**config.mk**
```make
export PLATFORM = sky130hd
export DESIGN_NAME = spike_winner_select
export DESIGN_NICKNAME = d
export VERILOG_FILES = /design/src/rtl/snn_pkg.sv /design/src/rtl/max_compare_step.sv /design/src/rtl/spike_winner_select.sv
export SDC_FILE = /design/constraint.sdc
export NUM_CORES = 1
export LEC_CHECK = 0
export CAP_MARGIN = 40
export CORE_MARGIN = 2
export CORE_UTILIZATION = 58
export CTS_BUF_LIST = sky130_fd_sc_hd__clkbuf_4 sky130_fd_sc_hd__clkbuf_8
export DETAILED_ROUTE_END_ITERATION = 10
export PLACE_DENSITY = 0.89
export SYNTH_ARGS = -nofsm -noshare
export SYNTH_HDL_FRONTEND = slang
export SYNTH_SLANG_ARGS = --single-unit
```
**constraint.sdc**
```tcl
create_clock -name clk -period 6.99 [get_ports clk]
set_clock_uncertainty 0.05 [all_clocks]
set_input_delay 1.398 -clock clk [delete_from_list [all_inputs] [get_ports clk]]
set_output_delay 1.398 -clock clk [all_outputs]
set_load 0.01 [all_outputs]
```
**src/rtl/snn_pkg.sv**
```systemverilog
// Shared types and helpers for the spike winner-select classifier.
// Optional margin output is enabled with SPIKE_WINNER_MARGIN_EN.
package snn_pkg;

  typedef enum logic [1:0] {WS_IDLE, WS_SCAN, WS_DONE} winner_state_t;

  // Index width must stay at least one bit even for tiny neuron counts.
  function automatic int clog2_min1(input int n);
    return (n <= 2) ? 1 : $clog2(n);
  endfunction

endpackage

```
**src/rtl/max_compare_step.sv**
```systemverilog
// One element of the running-maximum scan: updates best index/count and tie flag.
// With SPIKE_WINNER_MARGIN_EN the runner-up count is tracked as well.
module max_compare_step #(
  parameter int COUNTER_SIZE = 4,
  parameter int IDX_W        = 4
) (
  input  logic [IDX_W-1:0]        cur_idx,
  input  logic [COUNTER_SIZE-1:0] cur_val,
  input  logic [IDX_W-1:0]        best_idx_in,
  input  logic [COUNTER_SIZE-1:0] best_cnt_in,
  input  logic                    tie_in,
`ifdef SPIKE_WINNER_MARGIN_EN
  input  logic [COUNTER_SIZE-1:0] second_in,
  output logic [COUNTER_SIZE-1:0] second_out,
`endif
  output logic [IDX_W-1:0]        best_idx_out,
  output logic [COUNTER_SIZE-1:0] best_cnt_out,
  output logic                    tie_out
);

  always_comb begin
    best_idx_out = best_idx_in;
    best_cnt_out = best_cnt_in;
    tie_out      = tie_in;
`ifdef SPIKE_WINNER_MARGIN_EN
    second_out   = second_in;
`endif
    if (cur_val > best_cnt_in) begin
      best_idx_out = cur_idx;
      best_cnt_out = cur_val;
      tie_out      = 1'b0;
`ifdef SPIKE_WINNER_MARGIN_EN
      second_out   = best_cnt_in;
`endif
    end else if (cur_val == best_cnt_in && cur_idx != '0) begin
      // Lowest index keeps the win; an equal runner-up means zero margin.
      tie_out      = 1'b1;
`ifdef SPIKE_WINNER_MARGIN_EN
      second_out   = cur_val;
`endif
    end
`ifdef SPIKE_WINNER_MARGIN_EN
    else if (cur_val > second_in) begin
      second_out   = cur_val;
    end
`endif
  end

endmodule

```
**src/rtl/spike_winner_select.sv**
```systemverilog
// Snapshots output-layer spike counts on start, scans one neuron per clock and
// reports the arg-max. Define SPIKE_WINNER_MARGIN_EN to add the margin output.
module spike_winner_select
  import snn_pkg::*;
#(
  parameter  int NUM_INPUTS   = 10,
  parameter  int COUNTER_SIZE = 4,
  localparam int IDX_W        = clog2_min1(NUM_INPUTS)
) (
  input  logic                    clk,
  input  logic                    rst,
  input  logic [COUNTER_SIZE-1:0] counts_in [NUM_INPUTS],
  input  logic                    start,
  output logic                    busy,
  output logic                    done,
  output logic [IDX_W-1:0]        winner_idx,
  output logic [COUNTER_SIZE-1:0] winner_count,
  output logic                    tie,
  output logic                    no_spike,
`ifdef SPIKE_WINNER_MARGIN_EN
  output logic [COUNTER_SIZE-1:0] margin,
`endif
  output logic                    clear_counts
);

  localparam logic [IDX_W-1:0] LAST_IDX = IDX_W'(NUM_INPUTS - 1);

  winner_state_t           state_q, state_d;
  logic [COUNTER_SIZE-1:0] snap_q [NUM_INPUTS];
  logic [COUNTER_SIZE-1:0] snap_d [NUM_INPUTS];
  logic [IDX_W-1:0]        scan_idx_q, scan_idx_d;
  logic [IDX_W-1:0]        best_idx_q, best_idx_d;
  logic [COUNTER_SIZE-1:0] best_cnt_q, best_cnt_d;
  logic                    tie_r_q, tie_r_d;
  logic                    busy_q, busy_d;
  logic                    done_q, done_d;
  logic                    clear_q, clear_d;
  logic [IDX_W-1:0]        winner_idx_q, winner_idx_d;
  logic [COUNTER_SIZE-1:0] winner_count_q, winner_count_d;
  logic                    tie_q, tie_d;
  logic                    no_spike_q, no_spike_d;

  logic [IDX_W-1:0]        step_idx;
  logic [COUNTER_SIZE-1:0] step_cnt;
  logic                    step_tie;
`ifdef SPIKE_WINNER_MARGIN_EN
  logic [COUNTER_SIZE-1:0] second_q, second_d, step_second;
  logic [COUNTER_SIZE-1:0] margin_q, margin_d;
`endif

  max_compare_step #(
    .COUNTER_SIZE (COUNTER_SIZE),
    .IDX_W        (IDX_W)
  ) u_step (
    .cur_idx      (scan_idx_q),
    .cur_val      (snap_q[scan_idx_q]),
    .best_idx_in  (best_idx_q),
    .best_cnt_in  (best_cnt_q),
    .tie_in       (tie_r_q),
`ifdef SPIKE_WINNER_MARGIN_EN
    .second_in    (second_q),
    .second_out   (step_second),
`endif
    .best_idx_out (step_idx),
    .best_cnt_out (step_cnt),
    .tie_out      (step_tie)
  );

  always_comb begin
    state_d        = state_q;
    snap_d         = snap_q;
    scan_idx_d     = scan_idx_q;
    best_idx_d     = best_idx_q;
    best_cnt_d     = best_cnt_q;
    tie_r_d        = tie_r_q;
    busy_d         = busy_q;
    done_d         = 1'b0;
    clear_d        = 1'b0;
    winner_idx_d   = winner_idx_q;
    winner_count_d = winner_count_q;
    tie_d          = tie_q;
    no_spike_d     = no_spike_q;
`ifdef SPIKE_WINNER_MARGIN_EN
    second_d       = second_q;
    margin_d       = margin_q;
`endif
    case (state_q)
      WS_IDLE: begin
        if (start) begin
          snap_d     = counts_in;
          scan_idx_d = '0;
          best_idx_d = '0;
          best_cnt_d = '0;
          tie_r_d    = 1'b0;
`ifdef SPIKE_WINNER_MARGIN_EN
          second_d   = '0;
`endif
          busy_d     = 1'b1;
          state_d    = WS_SCAN;
        end
      end
      WS_SCAN: begin
        best_idx_d = step_idx;
        best_cnt_d = step_cnt;
        tie_r_d    = step_tie;
`ifdef SPIKE_WINNER_MARGIN_EN
        second_d   = step_second;
`endif
        if (scan_idx_q == LAST_IDX) begin
          // Results land together with done so they are valid in the DONE cycle.
          state_d        = WS_DONE;
          done_d         = 1'b1;
          clear_d        = 1'b1;
          winner_idx_d   = step_idx;
          winner_count_d = step_cnt;
          no_spike_d     = (step_cnt == '0);
          tie_d          = step_tie && (step_cnt != '0);
`ifdef SPIKE_WINNER_MARGIN_EN
          margin_d       = (step_tie || step_cnt == '0) ? '0 : step_cnt - step_second;
`endif
        end else begin
          scan_idx_d = scan_idx_q + IDX_W'(1);
        end
      end
      WS_DONE: begin
        busy_d  = 1'b0;
        state_d = WS_IDLE;
      end
      default: begin
        busy_d  = 1'b0;
        state_d = WS_IDLE;
      end
    endcase
  end

  always_ff @(posedge clk) begin
    if (rst) begin
      state_q        <= WS_IDLE;
      for (int i = 0; i < NUM_INPUTS; i++) snap_q[i] <= '0;
      scan_idx_q     <= '0;
      best_idx_q     <= '0;
      best_cnt_q     <= '0;
      tie_r_q        <= 1'b0;
      busy_q         <= 1'b0;
      done_q         <= 1'b0;
      clear_q        <= 1'b0;
      winner_idx_q   <= '0;
      winner_count_q <= '0;
      tie_q          <= 1'b0;
      no_spike_q     <= 1'b0;
`ifdef SPIKE_WINNER_MARGIN_EN
      second_q       <= '0;
      margin_q       <= '0;
`endif
    end else begin
      state_q        <= state_d;
      snap_q         <= snap_d;
      scan_idx_q     <= scan_idx_d;
      best_idx_q     <= best_idx_d;
      best_cnt_q     <= best_cnt_d;
      tie_r_q        <= tie_r_d;
      busy_q         <= busy_d;
      done_q         <= done_d;
      clear_q        <= clear_d;
      winner_idx_q   <= winner_idx_d;
      winner_count_q <= winner_count_d;
      tie_q          <= tie_d;
      no_spike_q     <= no_spike_d;
`ifdef SPIKE_WINNER_MARGIN_EN
      second_q       <= second_d;
      margin_q       <= margin_d;
`endif
    end
  end

  assign busy         = busy_q;
  assign done         = done_q;
  assign clear_counts = clear_q;
  assign winner_idx   = winner_idx_q;
  assign winner_count = winner_count_q;
  assign tie          = tie_q;
  assign no_spike     = no_spike_q;
`ifdef SPIKE_WINNER_MARGIN_EN
  assign margin       = margin_q;
`endif

endmodule

```
# Yosys cells after proc, flatten, opt, wreduce, memory -nomap -nowiden
# Cells that the tools add are included.
# classes
addsub	1
n_lt_le_gt_ge	2
eq_ne	6
n_mux	20
bitwise	2
reduce_logical	14
# ops
op	count
two-way mux 4 bit	6
case mux 4 bit (2 select lines)	3
binary-select mux 4 bit (select 4 bit)	1
AND reduction 2 bit	5
nonzero test 4 bit	2
inequality test 2 bit, second input constant	3
greater-or-equal comparator 5 bit, second input constant	1
two-way mux 1 bit	5
NOT 4 -> 5 bit	1
adder 4 x 1 -> 4 bit, second input constant	1
== test 4 bit	1
== test 4 bit, second input constant	1
greater-than comparator 4 bit	1
logical NOT 4 bit	1
two-way mux 2 bit	2
case mux 1 bit (2 select lines)	2
case mux 2 bit (2 select lines)	1
AND reduction 3 bit	1
== test 2 x 1 -> 1 bit, second input constant	1
logical AND 1 bit	2
logical NOT 2 bit	1
nonzero test 2 bit	1
OR reduction 2 bit	1
NOT 1 bit	1
# totals
ff_bits	67
output_inout_bits	13
elab_cells	66

# Logic depth before layout (Yosys ltp)
# logic_depth
word_depth	9
mapped_depth	13
ltp_nobuf	11

# Hierarchy
# Synthesis repeated with hierarchy kept, for this count alone.
# hier_totals
hier_cells	307
area_unflattened_um2	3017.9
# by_module_without_submodules
mod	instances	cells_each	area_per_inst_um2
spike_winner_select	1	283	2795.2
max_compare_step	1	24	222.7

# Worst setup path before layout
# Ideal clock, no wire load.
# synth_path
kind	register to register
from	reg scan_idx_q[0]
to	reg winner_count_q[3], in the netlist winner_count[3]
setup_time_ps	78
arrival_ps	2699
t_required_ps	6862
setup_slack_ps	4163
stages_incl_launch_ff	13
n_path_buf	3
synth_period_minus_slack_ps	2827
path_cell_list	dfxtp_1 -> buf_6 -> mux4_1 -> a22oi_1 -> o21ai_1 -> ha_1 -> nor2b_1 -> o211ai_1 -> a21boi_4 -> buf_2 -> buf_2 -> a21oi_1 -> nor3_1
# synth_between
elab_chain_cells	6
# synth_lines
element	line_no	source
start, declared	spike_winner_select.sv:31	logic [IDX_W-1:0] scan_idx_q, scan_idx_d;
start signal, assigned	spike_winner_select.sv:158	scan_idx_q <= scan_idx_d;
NOT 4 -> 5 bit (implied by the code)	spike_winner_select.sv:56	.cur_val (snap_q[scan_idx_q]),
binary-select mux 4 bit (select 4 bit)	spike_winner_select.sv:56	
two-way mux 4 bit (implied by the code) (2 in a row)	spike_winner_select.sv:56	
greater-than comparator 4 bit	max_compare_step.sv:28	if (cur_val > best_cnt_in) begin
two-way mux 4 bit	max_compare_step.sv:28	
end signal, assigned	spike_winner_select.sv:166	winner_count_q <= winner_count_d;
end, declared	spike_winner_select.sv:39	logic [COUNTER_SIZE-1:0] winner_count_q, winner_count_d;
# Parallel ways exist; a longest one is shown, timed or not. The select of a mux whose other input is x is not followed.
# A chain may end at the register's enable or synchronous reset.

# Final worst setup path
# layout_path
from	reg scan_idx_q[0]
to	reg best_cnt_q[0]
# layout_between
elab_chain_cells	7
# layout_lines
element	line_no	source
NOT 4 -> 5 bit (implied by the code) *	spike_winner_select.sv:56	
binary-select mux 4 bit (select 4 bit) *	spike_winner_select.sv:56	
two-way mux 4 bit (implied by the code) * (2 in a row)	spike_winner_select.sv:56	
greater-than comparator 4 bit	max_compare_step.sv:28	
two-way mux 4 bit *	max_compare_step.sv:28	
case mux 4 bit (2 select lines) *	spike_winner_select.sv:87	case (state_q)
end signal, assigned	spike_winner_select.sv:160	best_cnt_q <= best_cnt_d;
end, declared	spike_winner_select.sv:33	logic [COUNTER_SIZE-1:0] best_cnt_q, best_cnt_d;
# Every way passes the cells marked *; elsewhere a longest branch is shown, timed or not. The select of a mux whose other input is x is not followed.

==> impl_results.md <==
* Worst r2r src: scan_idx_q[0]
* # diodes at 0
* CP max FO at 23
* Switching Fraction at approximately a quarter
* Post-Syn Area at approximately 3000 µm²
* CTS tree: yes
* Max Root-Sink Buffers at 2
* Combinational share of power at 16.0%
* DRC at 0
* Area delta synth->final at 23.9%
* R2r setup slk at 3.37 ns
* Ratio of final minimum period to clock period at between 50% and 60%
* 1st-iter DRT viols at 170
* Hold Buf Count CTS at 0
* VDD IR max at 156 µV
* Resize count post-CTS at 0
* Worst hold stages at 2
* Final Util at 73.1%
* Congestion Overflow GR at 0
* Pwr dens at 219 nW/µm²
* ANT nets after route at 0
* Die H at 75.6 µm
* Final WL at 6340 µm
* Fin area at 3680 µm²
* Starting density of the core at 59.0%
* Post-synthesis cell type count at 37
* Placed cell area at 3510 µm²
* Hold EP: snap_q[37]
* Fin nets at 445
* Fmax at 276 MHz
* Clock share of power at 33.4%
* FF-to-FF path depth at 11
* Seq pwr share at 50.6%
* Total power at roughly 0.00081 W
* Vias in the first global route at 2,338
* MaxCap Viol Count at 0
* Required @ worst endpoint at just over 7 ns
* RSZ-0062 raised after global routing: false
* Vias per cell at ~5.5
* CTS clk-pin slew, worst paths at approximately 0.060 ns
* Met3 GRT Util at approximately 8.6%
* Status: completed
* Layer with the highest usage: met2
* Switching Power at around 0.00020 W
* Vias at roughly 2,500
* Critical Path AT at 3.83 ns
* First-pass GRT wire length at 10,600 µm
* Count of input and output buffers at 55
* Die span in x at 75.6 µm
* Routed wire per std cell at 13.6 µm
* Largest net degree at the start of global routing at 50
* Drt pass-1 iters at 4
* Yosys Warn Count at 0
* All-Layer GR Usage at approximately a quarter
* Internal Pwr Total at 0.000604 W
* GR Util met1 at 29.7%
* Seq/Total Area, Yosys at between 40% and 50%
* Minimum clock period at ~3.6 ns
* Setup repair bufs after CTS at 0
* H-tree depth at 3
* R2r endpoint: best_cnt_q[0]
* Max-slew violation count at 0
* Met2 GRT Util at 41.4%
* Setup violations, final at 0
* Cells after Synth at between 300 and 400
* Post-DP HPWL at ~4500 µm
* I/O pin total at 56
* Layout cells sized above 1 at 6.57%
* Post-synthesis area per instance at approximately 8.5 µm²
* Synthesized net count at 401
* Core area at 5040 µm²
* Cts bufs inserted at 9
* Worst slew margin at 51.1%
* Root Buffer Master: clkbuf_8
* Worst hold start: snap_q[37]
* Die area at roughly 5700 µm²
* Worst Hold Class: reg2reg
* Row cnt at 26
* Worst Max-Slew Pin Slew at 0.731 ns
* Clock sinks at 67
* Critical Path Start Type: register
* Final Wtd Congestion at 0.906
* Hold Fails Final Rpt at 0
* Worst-Skew Late Latency at 0.34 ns
* Initial antenna violation count at 0
* Setup Total Neg Slack at 0 ns
* Worst setup EP type: register
* P_leak at around 1.3 nW
* Kind of critical path: reg2reg
* Register bit total from synthesis at 67
[cell usage in the layout, fill, tap and decap left out]
master | synthesis | routed
a211oi_1 | 4 | 4
a21boi_4 | 1 | 1
a21oi_1 | 63 | 63
a22oi_1 | 2 | 2
a22oi_2 | 1 | 1
a31oi_1 | 1 | 1
and2_1 | 1 | 1
and3_1 | 1 | 1
buf_12 | 1 | 1
buf_2 | 5 | 1
buf_4 | 1 | 2
buf_8 | 0 | 1
clkbuf_4 | 0 | 1
clkbuf_8 | 0 | 11
clkdlybuf4s50_1 | 0 | 54
dfxtp_1 | 67 | 67
ha_1 | 7 | 7
inv_1 | 7 | 7
mux2i_1 | 9 | 9
mux4_1 | 4 | 4
mux4_2 | 4 | 4
nand2_1 | 89 | 89
nand2b_1 | 3 | 3
nand2b_4 | 1 | 1
nand3_1 | 16 | 16
nand4_1 | 2 | 2
nand4bb_1 | 1 | 1
nor2_1 | 14 | 14
nor2b_1 | 4 | 4
nor3_1 | 9 | 9
o211ai_1 | 4 | 4
o21a_1 | 1 | 1
o21ai_0 | 1 | 1
o21ai_1 | 1 | 1
o21ai_2 | 1 | 1
o22ai_1 | 1 | 1
or2_2 | 1 | 1
or3_1 | 2 | 2
xnor2_1 | 2 | 2
[registers in the layout, indices dropped and copies added (netlist names)]
signal / cells
snap_q: 40
state_q: 2
winner_count: 4
best_cnt_q: 4
tie_r_q: 1
tie: 1
best_idx_q: 4
busy: 1
clear_counts: 1
scan_idx_q: 4
winner_idx: 4
no_spike: 1
[critical path, cell delays in order, from the launching register on]
cell	delay, ns
dfxtp_1	0.43
buf_8	0.21
mux4_1	0.56
a22oi_1	0.15
o21ai_1	0.14
ha_1	0.32
nor2b_1	0.15
o211ai_1	0.14
a21boi_4	0.57
nand2_1	0.32
or2_2	0.36
a21oi_1	0.11
[worst max-delay path by stage]
| stage | from | cells after the start | slack (ns) | endpoint |
|---|---|---|---|---|
| 2_1_floorplan | scan_idx_q[0] | 12 | 4.16 | winner_count[3] |
| 3_3_place_gp | scan_idx_q[0] | 10 | 3.21 | best_cnt_q[0] |
| 3_5_place_dp | scan_idx_q[0] | 10 | 3.03 | best_cnt_q[0] |
| 4_1_cts | scan_idx_q[0] | 10 | 3.01 | best_cnt_q[0] |
| 5_1_grt | scan_idx_q[0] | 11 | 3.05 | best_cnt_q[0] |
| 6_report | scan_idx_q[0] | 11 | 3.37 | best_cnt_q[0] |
[cell usage after synthesis]
master / n / share of area, %
ha_1: 7 / 2.9
a21boi_4: 1 / 0.63
a22oi_1: 2 / 0.50
and2_1: 1 / 0.21
or3_1: 2 / 0.42
nor2b_1: 4 / 0.84
buf_2: 5 / 0.84
buf_12: 1 / 0.67
o211ai_1: 4 / 1.0
buf_6: 1 / 0.38
clkbuf_1: 18 / 2.3
a21oi_1: 63 / 11
buf_4: 1 / 0.25
a211oi_1: 4 / 1.0
inv_1: 7 / 0.88
nor3_1: 9 / 1.5
a31oi_1: 1 / 0.21
or2_2: 1 / 0.21
nand2_1: 89 / 11
mux2i_1: 9 / 3.0
o21ai_1: 1 / 0.17
o22ai_1: 1 / 0.21
o21a_1: 1 / 0.25
nor2_1: 14 / 1.8
nand2b_1: 3 / 0.63
nand4_1: 2 / 0.42
dfxtp_1: 67 / 45
nand4bb_1: 1 / 0.38
mux4_1: 4 / 3.5
mux4_2: 4 / 3.0
o21ai_2: 1 / 0.29
a22oi_2: 1 / 0.42
nand3_1: 16 / 2.7
xnor2_1: 2 / 0.59
o21ai_0: 1 / 0.17
nand2b_4: 1 / 0.46
and3_1: 1 / 0.21
[routing by layer]
layer,routed length (µm),share of wire [%]
met1,2760,44
met2,3170,50
met3,270,4.3
met4,131,2.1
met5,0,0
[layout make-up]
class | count | area (µm²)
tap | 70 | 87.6
multi-input combinational | 251 | 1480
sequential | 67 | 1340
timing repair buffer | 59 | 596
fill | 399 | 1360
clock buffer | 12 | 159
inverter | 7 | 26.3
[stage by stage]
step           hold slack [ns]  setup slack (ns)  std cells
4_1_cts                  0.403              3.01        465
2_1_floorplan            0.382              4.16        351
3_5_place_dp             0.395              3.03        453
5_1_grt                  0.424              3.05        466
3_3_place_gp             0.390              3.21        452
6_report                 0.402              3.37        466
[power by group through the flow]
| stage | logic, W | registers (W) | clock network (W) |
|---|---|---|---|
| 6_report | 0.000129 | 0.000409 | 0.000270 |
| 5_1_grt | 0.000143 | 0.000411 | 0.000291 |
| 4_1_cts | 0.000125 | 0.000412 | 0.000275 |
| 3_5_place_dp | 0.000125 | 0.000420 | 0 |
| 3_3_place_gp | 0.000119 | 0.000419 | 0 |
| 2_1_floorplan | 0.0000925 | 0.000413 | 0 |
[cells by family after synthesis]
logic type	Yosys count	synth area share, %
AO/OA/AOI/OAI	81	15.5
XOR/XNOR	2	0.589
buffers and inverters	33	5.30
multiplexers	17	9.59
AND/OR/NAND/NOR	144	21.0
flip-flops	67	45.1
adder cells (fa/ha/maj)	7	2.94
(Power assumes the default switching activity.)
